==> src/rtl/il_pkg.sv <==
// Shared definitions for the interleaver frame scheduler: FSM encoding and
// the interleaver geometry constants.
package il_pkg;

    localparam int IL_MAX_LEN = 2712;
    localparam int IL_ROW_W   = 8;
    localparam int IL_LEN_W   = 12;

    typedef enum logic [1:0] {
        IDLE  = 2'd0,
        ARB   = 2'd1,
        LOAD  = 2'd2,
        DRAIN = 2'd3
    } il_state_t;

endpackage

==> src/rtl/il_len_check.sv <==
// Combinational frame-length legality test: a length is legal when it is
// non-zero, a whole number of interleaver rows and fits the interleaver memory.
module il_len_check
    import il_pkg::*;
#(
    parameter int MAX_LEN = IL_MAX_LEN,
    parameter int ROW_W   = IL_ROW_W
) (
    input  logic [IL_LEN_W-1:0] len,
    output logic                ok
);

    localparam logic [IL_LEN_W-1:0] MAX_L = IL_LEN_W'(MAX_LEN);
    localparam logic [IL_LEN_W-1:0] ROW_L = IL_LEN_W'(ROW_W);

    // Legal = non-zero, row-aligned and within the memory depth.
    always_comb begin
        ok = (len != '0) && ((len % ROW_L) == '0) && (len <= MAX_L);
    end

endmodule

==> src/rtl/interleaver_frame_scheduler.sv <==
// Shares one interleaver between two byte-stream requesters, one frame at a
// time. Round-robin arbitration, length check, byte mux into the interleaver,
// drain counting with a watchdog, and completion/error pulses.
//
// Source handshake: a byte on src_data{i} is transferred on a rising clk edge
// exactly when src_valid[i] and src_ready[i] are both high; src_ready is only
// ever raised for the granted requester while the frame still needs bytes, and
// src_valid without grant is simply ignored.
module interleaver_frame_scheduler
    import il_pkg::*;
#(
    parameter int MAX_LEN       = IL_MAX_LEN,
    parameter int ROW_W         = IL_ROW_W,
    parameter int DRAIN_TIMEOUT = 4095
) (
    input  logic                clk,
    input  logic                reset,
    input  logic [1:0]          req,
    input  logic [IL_LEN_W-1:0] len0,
    input  logic [IL_LEN_W-1:0] len1,
    input  logic [7:0]          src_data0,
    input  logic [7:0]          src_data1,
    input  logic [1:0]          src_valid,
    output logic [1:0]          src_ready,
    output logic [1:0]          grant,
    output logic [IL_LEN_W-1:0] il_length,
    output logic [7:0]          il_data,
    output logic                il_valid,
    input  logic                il_out_valid,
    output logic [1:0]          frame_done,
    output logic [1:0]          len_err,
    output logic                timeout,
    output logic                busy,
    output il_state_t           state_dbg
);

    localparam logic [IL_LEN_W-1:0] TIMEOUT_L = IL_LEN_W'(DRAIN_TIMEOUT);

    il_state_t           state, state_d;
    logic                rr_ptr, rr_ptr_d;
    logic                owner, owner_d;
    logic [IL_LEN_W-1:0] wr_cnt, wr_cnt_d;
    logic [IL_LEN_W-1:0] rd_cnt, rd_cnt_d;
    logic [IL_LEN_W-1:0] wdog, wdog_d;
    logic [IL_LEN_W-1:0] len_d;
    logic [1:0]          grant_d, src_ready_d, frame_done_d, len_err_d;
    logic [7:0]          il_data_d;
    logic                il_valid_d, timeout_d, busy_d;

    logic                pick;
    logic [1:0]          pick_oh;
    logic [IL_LEN_W-1:0] pick_len;
    logic                len_ok;
    logic                accept;

    assign state_dbg = state;

    // Round-robin choice: the pointed-to requester if asking, else the other.
    always_comb begin
        pick     = req[rr_ptr] ? rr_ptr : ~rr_ptr;
        pick_oh  = pick ? 2'b10 : 2'b01;
        pick_len = pick ? len1 : len0;
        accept   = |(src_valid & src_ready);
    end

    il_len_check #(
        .MAX_LEN (MAX_LEN),
        .ROW_W   (ROW_W)
    ) u_len_check (
        .len (pick_len),
        .ok  (len_ok)
    );

    // Next-state and next-output logic; pulses default low every cycle.
    always_comb begin
        state_d      = state;
        rr_ptr_d     = rr_ptr;
        owner_d      = owner;
        wr_cnt_d     = wr_cnt;
        rd_cnt_d     = rd_cnt;
        wdog_d       = wdog;
        len_d        = il_length;
        grant_d      = grant;
        src_ready_d  = src_ready;
        il_data_d    = il_data;
        il_valid_d   = 1'b0;
        frame_done_d = 2'b00;
        len_err_d    = 2'b00;
        timeout_d    = 1'b0;
        case (state)
            IDLE: begin
                if (req != 2'b00) state_d = ARB;
            end
            ARB: begin
                if (!req[pick]) begin
                    state_d = IDLE;
                end else if (!len_ok) begin
                    len_err_d = pick_oh;
                    rr_ptr_d  = ~rr_ptr;
                    state_d   = IDLE;
                end else begin
                    grant_d     = pick_oh;
                    owner_d     = pick;
                    len_d       = pick_len;
                    wr_cnt_d    = '0;
                    src_ready_d = pick_oh;
                    state_d     = LOAD;
                end
            end
            LOAD: begin
                if (accept) begin
                    il_data_d  = owner ? src_data1 : src_data0;
                    il_valid_d = 1'b1;
                    wr_cnt_d   = wr_cnt + 12'd1;
                    if (wr_cnt == il_length - 12'd1) begin
                        src_ready_d = 2'b00;
                        rd_cnt_d    = '0;
                        wdog_d      = '0;
                        state_d     = DRAIN;
                    end
                end
            end
            DRAIN: begin
                if (il_out_valid) begin
                    rd_cnt_d = rd_cnt + 12'd1;
                    wdog_d   = '0;
                    if (rd_cnt_d == il_length) begin
                        frame_done_d = grant;
                        grant_d      = 2'b00;
                        rr_ptr_d     = ~rr_ptr;
                        state_d      = IDLE;
                    end
                end else begin
                    wdog_d = wdog + 12'd1;
                    if (wdog_d == TIMEOUT_L) begin
                        timeout_d = 1'b1;
                        grant_d   = 2'b00;
                        rr_ptr_d  = ~rr_ptr;
                        state_d   = IDLE;
                    end
                end
            end
            default: state_d = IDLE;
        endcase
        busy_d = (state_d != IDLE);
    end

    // State, counters and all registered outputs; reset clears everything.
    always_ff @(posedge clk or posedge reset) begin
        if (reset) begin
            state      <= IDLE;
            rr_ptr     <= 1'b0;
            owner      <= 1'b0;
            wr_cnt     <= '0;
            rd_cnt     <= '0;
            wdog       <= '0;
            il_length  <= '0;
            grant      <= 2'b00;
            src_ready  <= 2'b00;
            il_data    <= 8'h00;
            il_valid   <= 1'b0;
            frame_done <= 2'b00;
            len_err    <= 2'b00;
            timeout    <= 1'b0;
            busy       <= 1'b0;
        end else begin
            state      <= state_d;
            rr_ptr     <= rr_ptr_d;
            owner      <= owner_d;
            wr_cnt     <= wr_cnt_d;
            rd_cnt     <= rd_cnt_d;
            wdog       <= wdog_d;
            il_length  <= len_d;
            grant      <= grant_d;
            src_ready  <= src_ready_d;
            il_data    <= il_data_d;
            il_valid   <= il_valid_d;
            frame_done <= frame_done_d;
            len_err    <= len_err_d;
            timeout    <= timeout_d;
            busy       <= busy_d;
        end
    end

endmodule

==> config.mk <==
export PLATFORM = sky130hd
export DESIGN_NAME = interleaver_frame_scheduler
export DESIGN_NICKNAME = d
export VERILOG_FILES = /design/src/rtl/il_pkg.sv /design/src/rtl/il_len_check.sv /design/src/rtl/interleaver_frame_scheduler.sv
export SDC_FILE = /design/constraint.sdc
export NUM_CORES = 1
export LEC_CHECK = 0
export ABC_AREA = 1
export CORE_UTILIZATION = 58
export CTS_CLUSTER_DIAMETER = 100
export DETAILED_ROUTE_END_ITERATION = 8
export MAX_ROUTING_LAYER = met4
export PLACE_DENSITY_LB_ADDON = 0.05
export SYNTH_ARGS = -nofsm -noshare
export SYNTH_HDL_FRONTEND = slang
export SYNTH_SLANG_ARGS = --single-unit
==> constraint.sdc <==
create_clock -name clk -period 3.95 [get_ports clk]
set_clock_uncertainty 0.15 [all_clocks]
set_input_delay 0.5925 -clock clk [delete_from_list [all_inputs] [get_ports clk]]
set_output_delay 0.5925 -clock clk [all_outputs]
set_load 0.02 [all_outputs]
After elaboration in Yosys (flattened, before gate mapping)
Cells that the tools add are included.

storage, ports and cells
  word-level logic and storage cells = 110
  memories kept = 0
  latch bits = 0
  input bits = 47
  memory bits (writable) = 0
  ROM bits = 0
  bits in registers = 71

cells by class
  shifts and indexed selects = 0
  order comparisons = 3
  reduce and logical (&&, ||, !) cells = 19
  add/sub/neg operators = 4
  multipliers = 0
  equality and inequality tests = 14
  mux-type cells = 53
  bitwise gates (word level) = 2
  divide/modulo/power cells = 0

operators by type and width
  operator               number
  $mux 12                8
  $pmux 12 s2            3
  $mux 2                 22
  $add 12x1->12 const B  3
  $eq 12x12->1           2
  $mux 1                 15
  $reduce_and 5->1       3
  $eq 12x12->1 const B   1
  $le 12x12->1 const B   1
  $logic_not 12->1       1
  $ne 2x2->1 const B     6
  $reduce_bool 12->1     1
  $sub 12x1->12 const B  1
  $reduce_bool 2->1      5
  $mux 8                 1
  $pmux 2 s2             2
  $pmux 2 s4             1
  $reduce_and 4->1       2
  $ne 3x3->1 const B     2
  $reduce_and 3->1       2
  $eq 2x2->1 const B     2
  $lt 1x2->1 const B     2
  $and 2x2->2            1
  $eq 2x1->1 const B     1
  6 further kinds        7

Logic depth before layout (Yosys ltp)
  word-level depth = 11
  depth in mapped cells = 19
  gate-level depth less buffers = 18

Cells and area by module
From an unflattened synthesis, not the netlist that was laid out.

unflattened totals
  cell total of the unflattened synthesis = 733
  area total of the unflattened synthesis = 4722.0 um^2

modules (own cells, without submodules)
  module                       area an instance (um^2)  times used  seq. area each (um^2)  cells each
  interleaver_frame_scheduler  4639.4                   1           1776.7                 715
  il_len_check                 82.6                     1           0.0                    18

Worst setup path before layout
No wires, ideal clock.

  path kind = register to register
  from = register il_length[0]
  to = register wdog[2]
  setup slack = 1.563 ns
  stages on the path, launching flop included = 18
  arrival = 2.108 ns
  buffers on the path = 1
  setup time = 0.129 ns
  path through = dfrtp_1 -> inv_1 -> ha_1 -> inv_1 -> nand2_1 -> nand3b_1 -> nand2_1 -> nor2_1 -> nand2_1 -> nor2_1 -> nand2_1 -> nor2_1 -> nand3_1 -> nand2_1 -> nand3_1 -> buf_2 -> nand2_1 -> o21ai_0

on the way
  longest elaborated chain between the ends = 4

RTL lines
  element                            line                                text
  from (decl)                        interleaver_frame_scheduler.sv:26   output logic [IL_LEN_W-1:0] il_length,
  from (signal assigned)             interleaver_frame_scheduler.sv:173  il_length <= len_d;
  $sub 12x1->12                      interleaver_frame_scheduler.sv:115  if (wr_cnt == il_length - 12'd1) begin
  $eq 12x12->1                       interleaver_frame_scheduler.sv:115
  $ne 2x2->1 (no source line)        --
  $reduce_and 3->1 (no source line)  --
  to (signal assigned)               interleaver_frame_scheduler.sv:172  wdog <= wdog_d;
  to (decl)                          interleaver_frame_scheduler.sv:44   logic [IL_LEN_W-1:0] wdog, wdog_d;

Every way passes these cells.
A chain may end at the register's enable or synchronous reset.

Worst setup path after layout
  from = input req[0]
  to = register il_length[3]

on the way
  longest elaborated chain between the ends = 8

RTL lines
  element                                               line                               text
  from (decl)                                           interleaver_frame_scheduler.sv:18  input logic [1:0] req,
  branches (longest 8 deep; another with $le 12x12->1)  --

Several ways; the timed one is not identified. The select of a mux whose other input is x is not followed.

==> qor.csv <==
stage;metric;value;unit
clock_network;Clock Sinks;71;
logic_synthesis;synthesized cell area;0.00460;mm^2
die;Ports;80;
timing;fin crit share;81.2;%
routing;Wirelength per Cell;13.2;um
die;Placement Rows;32;
setup_path;r2r startpoint;il_length[0]$_DFFE_PP0P_;
setup_path;CP Data Arrival Time;3.28;ns
clock_network;Worst-path clk slew;0.08;ns
power;clock network power share;31.3;%
logic_synthesis;Yosys warning count;0;
routing;iteration-0 DRC count of the detailed router;372;
place;I/O Buffers;79;
setup_path;WP data required;4.02;ns
place;Area after DPL;0.00545;mm^2
setup_path;Startpoint Class;input pin;
power;VDD IR-drop max;0.275;mV
die;initial core utilization;59.8;%
clock_network;CTS H-tree depth;3;
clock_network;postcts setup bufs;0;
logic_synthesis;Syn Area/Cell;6.58;um^2
logic_synthesis;sequential share of the synthesized area;38.7;%
setup_path;crit end category;flop;
setup_path;slowest CP cell;o21ai_2;
clock_network;hold_buf cts;0;
layout;# nets final;828;
timing;post-layout min period;3.21;ns
worst_hold_path;Min-Delay Path Class;reg -> reg;
layout;Area growth syn-to-layout;23.4;%
clock_network;post-CTS resize count;0;
global_route;global route overflow;0;
logic_synthesis;Post-Synthesis Cells;698;
logic_synthesis;syn nets;750;
layout;Ant. Diodes;0;
timing;unrepaired setup endpoints after global routing;no;
global_route;first-pass GRT wire length;19600;um
power;Sequential Power Share;43.2;%
power;sw frac;33.2;%
power;Pint;1.41;mW
setup_path;CP cell instances;clkdlybuf4s50_1 -> o21ai_2 -> inv_2 -> nand2_1 -> nand2_1 -> nand2_1 -> nor2_1 -> nand2_1 -> nand2_2 -> nor2_4 -> nand2_2 -> nor2_4 -> inv_2 -> nand2_1 -> o21ai_1;
clock_network;Clock Tree Buf Depth;2;
logic_synthesis;synth unique cells;28;
routing;ANT nets after route;0;
setup_path;CP Buf/Inv Count;3;
job;maxcap violations;0;
global_route;initial antenna violation count;0;
setup_path;CP max stage delay;0.72;ns
die;die footprint;0.00828;mm^2
die;Die Wd;91.0;um
global_route;via count of the first global-routing pass;4436;
clock_network;Clk Tree Root Cell;clkbuf_8;
timing;number of setup violations in the final report;0;
power;Switching Power;0.700;mW
setup_path;Most Frequent Cell on Critical Path;nand2_1;
logic_synthesis;Seq cells post-synth;71;
clock_network;CTS tree;yes;
routing;Vias/cell;5.29;
die;die height;91.0;um
place;RePlAce Congestion;0.964;
clock_network;clk_lat worst skew;0.35;ns
routing;vias;4667;
worst_hold_path;Hold Startpoint;il_data[1]$_DFFE_PP0P_;
global_route;GRT Util Overall;30.1;%
timing;final hold vios;0;
die;Core Area;0.00769;mm^2
timing;Max Fclk;312;MHz
global_route;largest net degree at the start of global routing;30;
setup_path;Worst path top cell family by delay;simple AND/OR/NAND/NOR gates;
timing;slew at the pin closest to its max-slew limit;0.891;ns
clock_network;CTS Buf Count;9;
setup_path;CP Max Fanout;23;
setup_path;Worst Setup SP;req[0];
run_status;outcome;completed;
routing;DR DRC count;0;
timing;Max Transition Viols Final;0;
routing;First-pass DRT Iterations;5;
setup_path;crit path kind;in -> reg;
power;logic gate share of total power;25.5;%
timing;Final TNS setup;0;ns
timing;Worst slew margin;40.6;%
power;PD cells;372;mW/mm^2
routing;final wirelength;11600;um
power;static leakage;2.72;nW
place;post-DP HPWL;8870;um
layout;layout cells sized above 1;4.74;%
layout;Design Area, Final;0.00567;mm^2
[cells in the mapped netlist, drive strengths merged]
master / instances / area share (%)
buf: 8 / 1.2
clkbuf: 6 / 0.52
nor2: 72 / 6.5
a22o: 1 / 0.19
o21ai: 68 / 7.9
nand3: 61 / 6.6
xnor2: 8 / 1.5
nand2: 272 / 22
nand3b: 6 / 0.98
a21oi: 1 / 0.11
nor3b: 2 / 0.33
clkinv: 2 / 0.16
nor3: 8 / 0.87
ha: 5 / 1.4
inv: 85 / 6.9
dfrtp: 71 / 39
nand4: 9 / 1.2
and2: 1 / 0.14
nor4: 1 / 0.14
xor2: 11 / 2.1
[worst min-delay path, delay by kind of cell (launching register included)]
| kind | cells | cell delay (ns) |
|---|---|---|
| flip-flops | 1 | 0.35 |
| AO/OA/AOI/OAI | 1 | 0.06 |
| AND/OR/NAND/NOR | 1 | 0.05 |
[path summary, 6_finish.rpt]
kind,slack [ns],to,cells after the start
max,0.74,il_length[3]$_DFFE_PP0P_,15
min,0.34,il_data[1]$_DFFE_PP0P_,2
max reg2reg,0.91,rd_cnt[6]$_DFFE_PP0P_,18
min reg2reg,0.34,il_data[1]$_DFFE_PP0P_,2
max in group asynchronous,2.42,il_length[3]$_DFFE_PP0P_,3
min in group asynchronous,0.49,il_data[3]$_DFFE_PP0P_,2
[flip-flops by register name, indices dropped and copies added, names as in the netlist]
name / count
wdog: 12
busy: 1
timeout: 1
state_dbg: 2
wr_cnt: 12
grant: 2
src_ready: 2
il_length: 12
il_valid: 1
owner: 1
il_data: 8
rd_cnt: 12
frame_done: 2
len_err: 2
rr_ptr: 1
[through the flow]
step / total power [mW] / cells / hold slack, ns / utilization (%) / setup slack (ns)
after floorplan: 1.28 / 698 / 0.313 / - / 1.41
after global placement: 1.43 / 867 / 0.315 / 70.9 / 0.537
after detailed placement: 1.46 / 867 / 0.322 / 70.9 / 0.404
after CTS: 2.11 / 882 / 0.342 / 73.7 / 0.758
after global routing: 2.23 / 882 / 0.366 / 73.7 / 0.423
final: 2.11 / 882 / 0.338 / 73.7 / 0.744
[cell families (layout without fill, tap and decap cells)]
| family | after synthesis | count (layout) | synth area share (%) |
|---|---|---|---|
| simple gates | 432 | 432 | 39.3 |
| buf+inv | 101 | 183 | 8.82 |
| flops | 71 | 71 | 38.7 |
| compound gates | 70 | 70 | 8.19 |
| xor+xnor | 19 | 19 | 3.62 |
| fa+ha+maj | 5 | 5 | 1.36 |
[power by group through the flow]
stage          clock [mW]  combinational (mW)  sequential [mW]
2_1_floorplan           0               0.376            0.905
3_3_place_gp            0               0.513            0.916
3_5_place_dp            0               0.535            0.921
4_1_cts             0.666               0.540            0.907
5_1_grt             0.692               0.615            0.922
6_report            0.660               0.539            0.912
[per-layer routing]
metal  share of wire, %  vias to the layer above  routed length, um  global-route usage, %
li1                   -                     2350                  -                      -
met4                1.4                        0                163                   10.6
met5                  0                        -                  0                      -
met3                6.1                       16                705                   3.27
met2                 49                      168               5660                   49.6
met1                 44                     2133               5110                   38.9
[cell type report]
cell class / count / area [um^2]
inverter: 87 / 327
tap: 102 / 128
sequential: 71 / 1780
fill: 628 / 2020
clock inverter: 5 / 81.3
timing repair buffer: 81 / 806
clock buffer: 10 / 138
multi-input combinational: 526 / 2410
[cells in the final DEF (no fill, tap or decap)]
cell type	count
clkdlybuf4s50_1	79
dfrtp_1	71
o21ai_0	46
a21oi_1	1
o21ai_2	6
xor2_1	11
inv_1	80
nand3_1	61
nor4_1	1
xnor2_1	8
nor2_1	68
nor3b_1	2
and2_1	1
nand2_2	5
inv_6	1
clkinv_1	2
a22o_1	1
clkinvlp_4	1
nand2_1	267
bufinv_16	2
nand3b_1	6
buf_4	2
nand4_1	9
clkinv_2	1
nor2_4	4
o21ai_1	16
ha_1	5
clkbuf_8	10
nor3_1	8
inv_2	5
Power figures use the tool's default switching activity.
